<file path="src/rtl/dpram_pkg.sv">
// Shared types and helpers for the byte-enabled dual-port RAM.
// Optional lane parity is enabled with `define DPRAM_PARITY_EN.
package dpram_pkg;

    typedef enum logic {
        ST_IDLE  = 1'b0,
        ST_CLEAR = 1'b1
    } clr_state_t;

    localparam int RD_LAT_MIN = 1;
    localparam int RD_LAT_MAX = 2;

    // Even parity of one lane; lanes narrower than 64 bits are zero-extended by the caller.
    function automatic logic byte_par(input logic [63:0] lane);
        return ^lane;
    endfunction

endpackage

</file>
<file path="src/rtl/dpram_if.sv">
// Write/read/clear bus of dpram_be; master drives requests, slave returns read data and status.
interface dpram_if #(
    parameter int DATA_WIDTH = 32,
    parameter int BYTE_WIDTH = 8,
    parameter int ADDR_WIDTH = 5
);
    localparam int NUM_BYTES = DATA_WIDTH / BYTE_WIDTH;

    logic                  wr_en;
    logic [ADDR_WIDTH-1:0] wr_addr;
    logic [DATA_WIDTH-1:0] wr_data;
    logic [NUM_BYTES-1:0]  wr_be;
    logic                  rd_en;
    logic [ADDR_WIDTH-1:0] rd_addr;
    logic [DATA_WIDTH-1:0] rd_data;
    logic                  rd_valid;
    logic                  clr_req;
    logic                  clr_busy;
    logic                  addr_err;
    logic                  par_err;

    modport master (
        output wr_en, wr_addr, wr_data, wr_be, rd_en, rd_addr, clr_req,
        input  rd_data, rd_valid, clr_busy, addr_err, par_err
    );

    modport slave (
        input  wr_en, wr_addr, wr_data, wr_be, rd_en, rd_addr, clr_req,
        output rd_data, rd_valid, clr_busy, addr_err, par_err
    );

endinterface

</file>
<file path="src/rtl/dpram_clear_ctrl.sv">
// Clear sequencer: on clr_req walks addresses 0..DEPTH-1, one word per cycle, with clr_busy high.
module dpram_clear_ctrl
    import dpram_pkg::*;
#(
    parameter  int DEPTH = 16,
    localparam int CNT_W = $clog2(DEPTH)
) (
    input  logic             clk,
    input  logic             rst_n,
    input  logic             clr_req,
    output logic             clr_busy,
    output logic             clr_we,
    output logic [CNT_W-1:0] clr_addr
);

    clr_state_t       state;
    logic [CNT_W-1:0] cnt;

    always_ff @(posedge clk or negedge rst_n) begin
        if (!rst_n) begin
            state    <= ST_IDLE;
            cnt      <= '0;
            clr_busy <= 1'b0;
        end else begin
            case (state)
                ST_IDLE: begin
                    if (clr_req) begin
                        state    <= ST_CLEAR;
                        cnt      <= '0;
                        clr_busy <= 1'b1;
                    end
                end
                ST_CLEAR: begin
                    cnt <= cnt + 1'b1;
                    if (cnt == CNT_W'(DEPTH - 1)) begin
                        state    <= ST_IDLE;
                        clr_busy <= 1'b0;
                    end
                end
            endcase
        end
    end

    assign clr_we   = clr_busy;
    assign clr_addr = cnt;

endmodule

</file>
<file path="src/rtl/dpram_be.sv">
// Dual-port RAM with byte enables, same-address write forwarding, 1/2-cycle read pipeline,
// range checking and a hardware clear. `define DPRAM_PARITY_EN adds per-lane even parity.
module dpram_be
    import dpram_pkg::*;
#(
    parameter int DATA_WIDTH = 32,
    parameter int BYTE_WIDTH = 8,
    parameter int ADDR_WIDTH = 5,
    parameter int DEPTH      = 16,
    parameter int RD_LATENCY = 1
) (
    input logic     clk,
    input logic     rst_n,
    dpram_if.slave  bus
);

    localparam int NUM_BYTES = DATA_WIDTH / BYTE_WIDTH;
    localparam int IDX_W     = $clog2(DEPTH);
    localparam int STAGES    = RD_LATENCY - 1;

    if (RD_LATENCY != RD_LAT_MIN && RD_LATENCY != RD_LAT_MAX) begin : g_bad_lat
        $error("dpram_be: RD_LATENCY must be 1 or 2");
    end
    if (DATA_WIDTH % BYTE_WIDTH != 0) begin : g_bad_width
        $error("dpram_be: DATA_WIDTH must be a multiple of BYTE_WIDTH");
    end
    if (DEPTH < 2 || DEPTH > 2**ADDR_WIDTH) begin : g_bad_depth
        $error("dpram_be: DEPTH out of range");
    end

    typedef logic [NUM_BYTES-1:0][BYTE_WIDTH-1:0] word_t;

    word_t              mem [DEPTH];
    word_t              wd, rd_word;
    logic [NUM_BYTES-1:0] fwd;
    logic               clr_busy, clr_we;
    logic [IDX_W-1:0]   clr_addr, wa, ra;
    logic               idle, wr_in, rd_in, wr_ok, wr_err0, rd_go, rd_err0, coll;

    dpram_clear_ctrl #(.DEPTH(DEPTH)) u_clr (
        .clk      (clk),
        .rst_n    (rst_n),
        .clr_req  (bus.clr_req),
        .clr_busy (clr_busy),
        .clr_we   (clr_we),
        .clr_addr (clr_addr)
    );

    assign idle    = !clr_busy;
    assign wr_in   = {1'b0, bus.wr_addr} < (ADDR_WIDTH+1)'(DEPTH);
    assign rd_in   = {1'b0, bus.rd_addr} < (ADDR_WIDTH+1)'(DEPTH);
    assign wr_ok   = bus.wr_en & idle & wr_in;
    assign wr_err0 = bus.wr_en & idle & !wr_in;
    assign rd_go   = bus.rd_en & idle;
    assign rd_err0 = rd_go & !rd_in;
    assign coll    = wr_ok & rd_in & (bus.wr_addr == bus.rd_addr);
    assign wa      = bus.wr_addr[IDX_W-1:0];
    assign ra      = bus.rd_addr[IDX_W-1:0];
    assign wd      = bus.wr_data;

    always_ff @(posedge clk) begin
        if (clr_we) begin
            mem[clr_addr] <= '0;
        end else if (wr_ok) begin
            for (int i = 0; i < NUM_BYTES; i++)
                if (bus.wr_be[i]) mem[wa][i] <= wd[i];
        end
    end

    // Colliding lanes are taken from the write bus so the RAM's read-during-write behaviour never matters.
    always_comb begin
        rd_word = '0;
        fwd     = '0;
        if (rd_in) begin
            for (int i = 0; i < NUM_BYTES; i++) begin
                fwd[i]     = coll & bus.wr_be[i];
                rd_word[i] = fwd[i] ? wd[i] : mem[ra][i];
            end
        end
    end

    // vld/aerr shift every cycle; data stages load only on a valid so rd_data holds between reads.
    logic [STAGES:0] vld_pipe, aerr_pipe;
    word_t           data_pipe [STAGES+1];

    always_ff @(posedge clk or negedge rst_n) begin
        if (!rst_n) begin
            vld_pipe  <= '0;
            aerr_pipe <= '0;
            for (int k = 0; k <= STAGES; k++) data_pipe[k] <= '0;
        end else begin
            vld_pipe[0]  <= rd_go;
            aerr_pipe[0] <= rd_err0 | ((STAGES == 0) ? wr_err0 : 1'b0);
            if (rd_go) data_pipe[0] <= rd_word;
            for (int k = 1; k <= STAGES; k++) begin
                vld_pipe[k]  <= vld_pipe[k-1];
                aerr_pipe[k] <= aerr_pipe[k-1] | ((k == STAGES) ? wr_err0 : 1'b0);
                if (vld_pipe[k-1]) data_pipe[k] <= data_pipe[k-1];
            end
        end
    end

    assign bus.rd_data  = data_pipe[STAGES];
    assign bus.rd_valid = vld_pipe[STAGES];
    assign bus.addr_err = aerr_pipe[STAGES];
    assign bus.clr_busy = clr_busy;

`ifdef DPRAM_PARITY_EN
    logic [NUM_BYTES-1:0] par_mem [DEPTH];
    logic [NUM_BYTES-1:0] wr_par, mism;
    logic                 perr0;
    logic [STAGES:0]      perr_pipe;

    always_comb begin
        wr_par = '0;
        mism   = '0;
        for (int i = 0; i < NUM_BYTES; i++) begin
            wr_par[i] = byte_par(64'(wd[i]));
            if (rd_in) mism[i] = !fwd[i] & (byte_par(64'(mem[ra][i])) ^ par_mem[ra][i]);
        end
    end

    assign perr0 = rd_go & (|mism);

    always_ff @(posedge clk) begin
        if (clr_we) begin
            par_mem[clr_addr] <= '0;
        end else if (wr_ok) begin
            for (int i = 0; i < NUM_BYTES; i++)
                if (bus.wr_be[i]) par_mem[wa][i] <= wr_par[i];
        end
    end

    always_ff @(posedge clk or negedge rst_n) begin
        if (!rst_n) begin
            perr_pipe <= '0;
        end else begin
            perr_pipe[0] <= perr0;
            for (int k = 1; k <= STAGES; k++) perr_pipe[k] <= perr_pipe[k-1];
        end
    end

    assign bus.par_err = perr_pipe[STAGES];
`else
    assign bus.par_err = 1'b0;
`endif

endmodule

</file>
<file path="src/flat_wrapper.sv">
// flat-port wrapper written by rule: the top's interface ports become plain ports
module dpram_be_flat import dpram_pkg::*;
#(
    parameter int DATA_WIDTH = 32,
    parameter int BYTE_WIDTH = 8,
    parameter int ADDR_WIDTH = 5,
    parameter int DEPTH      = 16,
    parameter int RD_LATENCY = 1
)
  (clk, rst_n, bus_wr_en, bus_wr_addr, bus_wr_data, bus_wr_be, bus_rd_en, bus_rd_addr, bus_clr_req, bus_rd_data, bus_rd_valid, bus_clr_busy, bus_addr_err, bus_par_err);
  dpram_if #(.DATA_WIDTH(DATA_WIDTH), .BYTE_WIDTH(BYTE_WIDTH), .ADDR_WIDTH(ADDR_WIDTH)) bus_i ();
  input logic clk;
  input logic rst_n;
  input wire logic [$bits(bus_i.wr_en)-1:0] bus_wr_en;
  input wire logic [$bits(bus_i.wr_addr)-1:0] bus_wr_addr;
  input wire logic [$bits(bus_i.wr_data)-1:0] bus_wr_data;
  input wire logic [$bits(bus_i.wr_be)-1:0] bus_wr_be;
  input wire logic [$bits(bus_i.rd_en)-1:0] bus_rd_en;
  input wire logic [$bits(bus_i.rd_addr)-1:0] bus_rd_addr;
  input wire logic [$bits(bus_i.clr_req)-1:0] bus_clr_req;
  output wire logic [$bits(bus_i.rd_data)-1:0] bus_rd_data;
  output wire logic [$bits(bus_i.rd_valid)-1:0] bus_rd_valid;
  output wire logic [$bits(bus_i.clr_busy)-1:0] bus_clr_busy;
  output wire logic [$bits(bus_i.addr_err)-1:0] bus_addr_err;
  output wire logic [$bits(bus_i.par_err)-1:0] bus_par_err;
  assign bus_i.wr_en = bus_wr_en;
  assign bus_i.wr_addr = bus_wr_addr;
  assign bus_i.wr_data = bus_wr_data;
  assign bus_i.wr_be = bus_wr_be;
  assign bus_i.rd_en = bus_rd_en;
  assign bus_i.rd_addr = bus_rd_addr;
  assign bus_i.clr_req = bus_clr_req;
  assign bus_rd_data = bus_i.rd_data;
  assign bus_rd_valid = bus_i.rd_valid;
  assign bus_clr_busy = bus_i.clr_busy;
  assign bus_addr_err = bus_i.addr_err;
  assign bus_par_err = bus_i.par_err;
  dpram_be #(.DATA_WIDTH(DATA_WIDTH), .BYTE_WIDTH(BYTE_WIDTH), .ADDR_WIDTH(ADDR_WIDTH), .DEPTH(DEPTH), .RD_LATENCY(RD_LATENCY)) u_core (.clk(clk), .rst_n(rst_n), .bus(bus_i));
endmodule
</file>
<file path="config.mk">
export PLATFORM = sky130hd
export DESIGN_NAME = dpram_be_flat
export DESIGN_NICKNAME = d
export VERILOG_FILES = /design/src/rtl/dpram_pkg.sv /design/src/rtl/dpram_if.sv /design/src/rtl/dpram_clear_ctrl.sv /design/src/rtl/dpram_be.sv /design/src/flat_wrapper.sv
export SDC_FILE = /design/constraint.sdc
export NUM_CORES = 1
export LEC_CHECK = 0
export CAP_MARGIN = 10
export CORE_AREA = 3 3 244 246
export DETAILED_ROUTE_END_ITERATION = 8
export DIE_AREA = 0 0 247 249
export DONT_BUFFER_PORTS = 1
export GPL_TIMING_DRIVEN = 0
export PLACE_DENSITY = 0.53
export SYNTH_ARGS = -nofsm -noshare
export SYNTH_HDL_FRONTEND = slang
export SYNTH_SLANG_ARGS = --single-unit
</file>
<file path="constraint.sdc">
create_clock -name clk -period 7.3 [get_ports clk]
set_clock_uncertainty 0.15 [all_clocks]
set_input_delay 1.46 -clock clk [delete_from_list [all_inputs] [get_ports clk]]
set_output_delay 1.46 -clock clk [all_outputs]
set_load 0.01 [all_outputs]
</file>
======== After elaboration in Yosys (flattened, before gate mapping) ========
Memory sizes are Yosys's and may differ from the RTL's.
Cells that the tools add are included.
storage, ports and cells
  flip-flop bits (word level) ............. 40
  RAM bits ................................ 512
  bits of input ports ..................... 51
  output and inout port bits .............. 36
  logic and storage cells ................. 69
  memories kept ........................... 1
memories
  name        depth  width  read ports  clocked after Yosys merged registers in  write ports  line            RTL
  u_core.mem  16     32     1           0                                        1            dpram_be.sv:33  word_t mem [DEPTH];
operators by class
  add/subtract/negate cells ............... 1
  $lt $le $gt $ge ......................... 2
  eq/ne operators ......................... 4
  multiplexer cells ....................... 34
  bitwise gates (word level) .............. 13
  reductions and logical operators ........ 5
operators with widths
  operator                                           number
  2-to-1 mux 32 bit                                  2
  2-to-1 mux 8 bit                                   4
  OR reduction 32 bit                                1
  2-to-1 mux 1 bit                                   22
  2-to-1 mux 4 bit                                   3
  AND 1 bit                                          11
  less-than comparator 5 bit, second input constant  2
  case mux 4 bit (2 select lines)                    1
  equality test 5 bit                                1
  adder 4 x 1 -> 4 bit, second input constant        1
  equality test 4 bit, second input constant         1
  case mux 1 bit (2 select lines)                    2
  zero test 1 bit                                    3
  != test 2 x 1 -> 1 bit, second input constant      1
  != test 2 bit, second input constant               1
  AND reduction 2 bit                                1
  NOT 1 bit                                          1
  OR 1 bit                                           1

======== Longest topological paths before layout ========
  depth after elaboration ................. 8
  gate-level depth with buffers ........... 7

======== Modules after synthesis ========
A second synthesis with hierarchy kept.
second synthesis, totals
  cell total of the unflattened synthesis .. 1110
  area total of the unflattened synthesis .. 21783.4 um2
modules (own cells, without submodules)
  module            instances  cells an instance  area each (um2)
  dpram_be          1          1086               21515.6
  dpram_clear_ctrl  1          24                 267.8

======== Worst setup path before layout ========
OpenSTA, ideal clock, no wires.
  path type ............................... input to register
  start ................................... input bus_wr_addr[4]
  end ..................................... memory u_core.mem[12][24] (netlist name) (enable)
  setup time .............................. 0.383 ns
  arrival time ............................ 3.386 ns
  data required time ...................... 6.767 ns
  path slack .............................. 3.380 ns
  cell stages on the path ................. 6
  cell sequence ........................... nand2b_1 buf_2 nor3_4 mux2_2 buf_2 nor3_1
between the ends
  word-level cells in the longest chain between the ends .. 7
RTL lines
  element                                 line                RTL
  start: declaration                      flat_wrapper.sv:15  input wire logic [$bits(bus_i.wr_addr)-1:0] bus_wr_addr;
  less-than comparator 5 bit *            dpram_be.sv:50      assign wr_in = {1'b0, bus.wr_addr} < (ADDR_WIDTH+1)'(DEPTH);
  AND 1 bit *                             dpram_be.sv:52      assign wr_ok = bus.wr_en & idle & wr_in;
  2-to-1 mux 1 bit                        dpram_be.sv:64      end else if (wr_ok) begin
  2-to-1 mux 1 bit                        dpram_be.sv:62      if (clr_we) begin
  2-to-1 mux 1 bit (implied by the code)  dpram_be.sv:66      if (bus.wr_be[i]) mem[wa][i] <= wd[i];
  OR reduction 32 bit (no line)           -
  2-to-1 mux 4 bit (no line)              -
  end: declaration                        dpram_be.sv:33
Mark *: on every way between the ends. The rest lies on a longest branch, timed or not.

======== Final worst setup path ========
  start ................................... input bus_wr_addr[4]
  end ..................................... memory u_core.mem[10][0] (netlist name) (enable)
The elaborated chain is that of the path after synthesis.

==> reports/qor.yml <==
run_status: "completed"
cts.repair.resized: 0
clock.fmax_mhz: 244.9
crit_chain: "nand2b_1, buf_2, nor3_4, mux2i_1, buf_2, nor3_1, buf_2"
final.period_utilization_pct: 55.94
detail_route.vias_per_cell: 5.678
detailed_place.area_sq_mm: 0.02363
drtPass1Iterations: 7
yosys_warnings: 0
die-area_sq_mm: 0.06150
cts.htree.levels: 2
hold_path_class: "input pin to asynchronous set/reset pin"
actual_transition_at_the_worst_max_transition_pin_ns: 1.176
tritoncts_buffers: 56
cts.sinks: 552
post_cts_setup_buffers: 0
cp_data_arrival_time_ns: 4.28
flip_flop_and_latch_count_after_synthesis: 552
die_h_um: 249
hold_viol: 0
routed_wire_length_per_instance_um: 28.92
synth_area_sq_mm: 0.02186
finalWorstPathRequiredPeriod_ns: 4.084
final-max-slew-violation-count: 0
antenna_cells: 0
floorplan.io_pins: 87
start_kind: "input pin"
final_cells: 2052
synth_cell_type_count: 35
half_perimeter_wire_length_of_the_detailed_placement_result_um: 40860
p_leak_nw: 8.367
cts.clk_slew.worst_paths_ns: 0.06
setup.worst_path.end_class: "register"
clock_latency_ns: 0.60
critical-path-slowest-cell: "sky130_fd_sc_hd__mux2i_1"
dr_iter_0_viols: 1138
grt_max_degree: 41
cpLargestDelayFamily: "multiplexers"
cap_violations: 0
globalRouteTotalUtil_pct: 19.43
dpl.cell_count: 1949
grt_first_pass_wirelength_um: 85030
root_buffer: "sky130_fd_sc_hd__clkbuf_16"
worst_hold_slack_ns: 0.3957
final_design_area_no_fill_sq_mm: 0.02545
tritoncts_clock_tree: "done"
syn-mean-instance-area_sq_um: 19.45
placer_s_final_routability_congestion_estimate: 0.8208
core_region_area_sq_mm: 0.05759
critical_path.n_buffers_inverters: 3
setup_viol: 0
syn_inst: 1124
globalRoute.totalOverflow: 0
antenna_found_initial: 0
drtAntennaViolNets: 0
fp-row-count: 88
vias: 11650
area_delta_synth_final_pct: 16.44
nets: 1295
post-route-drc-count: 0
timing.slew.headroom_pct: 19.38
die_w_um: 247
cts_hold_buf: 0
totalWireLength_um: 59350
vias_in_the_first_global_route: 12060
worst-path-max-fanout: 10
design_power_total_mw: 8.537
unrepaired_setup_endpoints_after_global_routing: "no"
final_layout_size_suffix_gt1_share_pct: 29.22
power.density_cell_area_mw_per_mm2: 335.4
crit_top_cell: "sky130_fd_sc_hd__buf_2"
initial_core_util_pct: 37.96
count_of_buffers_inserted_at_the_top_level_ports: 0
fillers: 4988
crit_required_ns: 7.50
cts-root-to-sink-buffers: 3
synth_seq_area_share_pct: 74.91
fin_tns_setup_ns: 0
synth_nets: 1176
critical_path.max_stage_delay_ns: 1.01
crit_type: "input pin to register"
vdd.ir_drop.worst_v: 0.0001849
==> cell usage after synthesis, drive strengths merged <==
cell type / instances / share of area [%]
o22a: 1 / 0.040
xnor2: 1 / 0.040
inv: 38 / 0.65
nand3: 5 / 0.11
nor2b: 11 / 0.31
or4: 1 / 0.034
buf: 27 / 0.61
nor4: 35 / 1.1
nor3: 65 / 1.5
a22oi: 1 / 0.034
dfrtp: 40 / 4.6
conb: 1 / 0.017
nor2: 39 / 0.67
or3: 1 / 0.029
and2: 1 / 0.029
nand2b: 4 / 0.11
mux2i: 8 / 0.37
a21oi: 4 / 0.092
mux4: 128 / 13
nand2: 41 / 0.70
a22o: 64 / 2.6
edfxtp: 512 / 70
xor2: 4 / 0.16
or3b: 1 / 0.040
o221ai: 32 / 1.3
clkbuf: 47 / 0.81
o31ai: 4 / 0.23
mux2: 2 / 0.10
ha: 1 / 0.057
o21ai: 5 / 0.11
==> per-layer routing <==
| layer | part of all wire (%) | global-route usage, % |
|---|---|---|
| met5 | 0 | 0 |
| met4 | 2.5 | 5.216 |
| met3 | 7.5 | 5.242 |
| met2 | 47 | 30.30 |
| met1 | 43 | 27.06 |
==> flip-flops by register name, summed over array words and instances, names as in the netlist <==
name and flops:
u_core.mem 512, u_core.bus.rd_data 32, u_core.u_clr.clr_addr 4, u_core.bus.addr_err 1, u_core.bus.rd_valid 1, u_core.u_clr.clr_busy 1, u_core.u_clr.state 1
==> worst reg2reg max path, stage by stage, from the launching register on <==
cell and delay [ns]:
sky130_fd_sc_hd__dfrtp_1 0.44, sky130_fd_sc_hd__clkbuf_2 0.27, sky130_fd_sc_hd__clkbuf_1 0.66, sky130_fd_sc_hd__a21oi_1 0.37, sky130_fd_sc_hd__clkbuf_1 0.37, sky130_fd_sc_hd__nor3_1 0.69, sky130_fd_sc_hd__buf_2 0.31
==> logic make-up (layout without fill, tap and decap cells) <==
kind of cell               count (synthesis)  after routing  share of synthesized area, %
adders and majority gates                  1              1                       0.05723
xor gates and xnor gates                   5              5                        0.2003
buffers and inverters                    112            275                         2.078
muxes                                    138            138                         13.66
DFF                                      552            552                         74.91
and+or+nand+nor                          204            204                         4.728
AOI/OAI and AO/OA                        111            111                         4.356
other                                      1              1                       0.01715
==> through the flow <==
step                setup slack [ns]  util [%]
floorplan                      3.380         -
global placement               2.234     39.63
detailed placement             2.577     41.03
CTS                            3.221     44.19
global route                   3.197     44.20
finish                         3.216     44.20
==> final timing paths <==
| kind | startpoint | end | slack [ns] | cells past startpoint |
|---|---|---|---|---|
| setup / recovery | bus_wr_addr[4] | u_core.mem[10][0] | 3.22 | 7 |
| hold / removal | rst_n | u_core.bus.rd_data[27] | 0.40 | 0 |
| setup reg to reg | u_core.u_clr.clr_busy | u_core.mem[4][17] | 3.73 | 6 |
| hold reg to reg | u_core.bus.rd_data[13] | u_core.bus.rd_data[13] | 0.42 | 2 |
| max in group asynchronous | rst_n | u_core.bus.rd_data[14] | 6.44 | 0 |
| min in group clk | u_core.bus.rd_data[13] | u_core.bus.rd_data[13] | 0.42 | 2 |
==> power breakdown <==
group	switching, mW	internal (mW)	leakage, nW	total [mW]
Sequential	0.215	4.03	5.28	4.24
Combinational	1.01	0.429	2.18	1.44
Clock	1.17	1.69	0.902	2.85
Total	2.39	6.14	8.37	8.54
==> final cells by class <==
cell class	instances	area (sq um)	area share, %
clock inverter	26	271.5	1.067
tap	765	957.2	3.760
buffer	74	311.5	1.224
multi-input combinational	460	5426	21.32
timing repair buffer	61	421.7	1.657
clock buffer	76	1548	6.080
inverter	38	142.6	0.5604
sequential	552	16380	64.33
==> layout by cell type, fill, tap and decap left out, drive strengths merged, types with 5 or more instances in the layout <==
cell type,n
edfxtp,512
mux4,128
clkbuf,124
buf,87
nor3,65
a22o,64
nand2,41
dfrtp,40
nor2,39
inv,38
nor4,35
o221ai,32
clkinv,20
nor2b,11
mux2i,8
bufinv,6
nand3,5
o21ai,5
(Power assumes the default switching activity.)
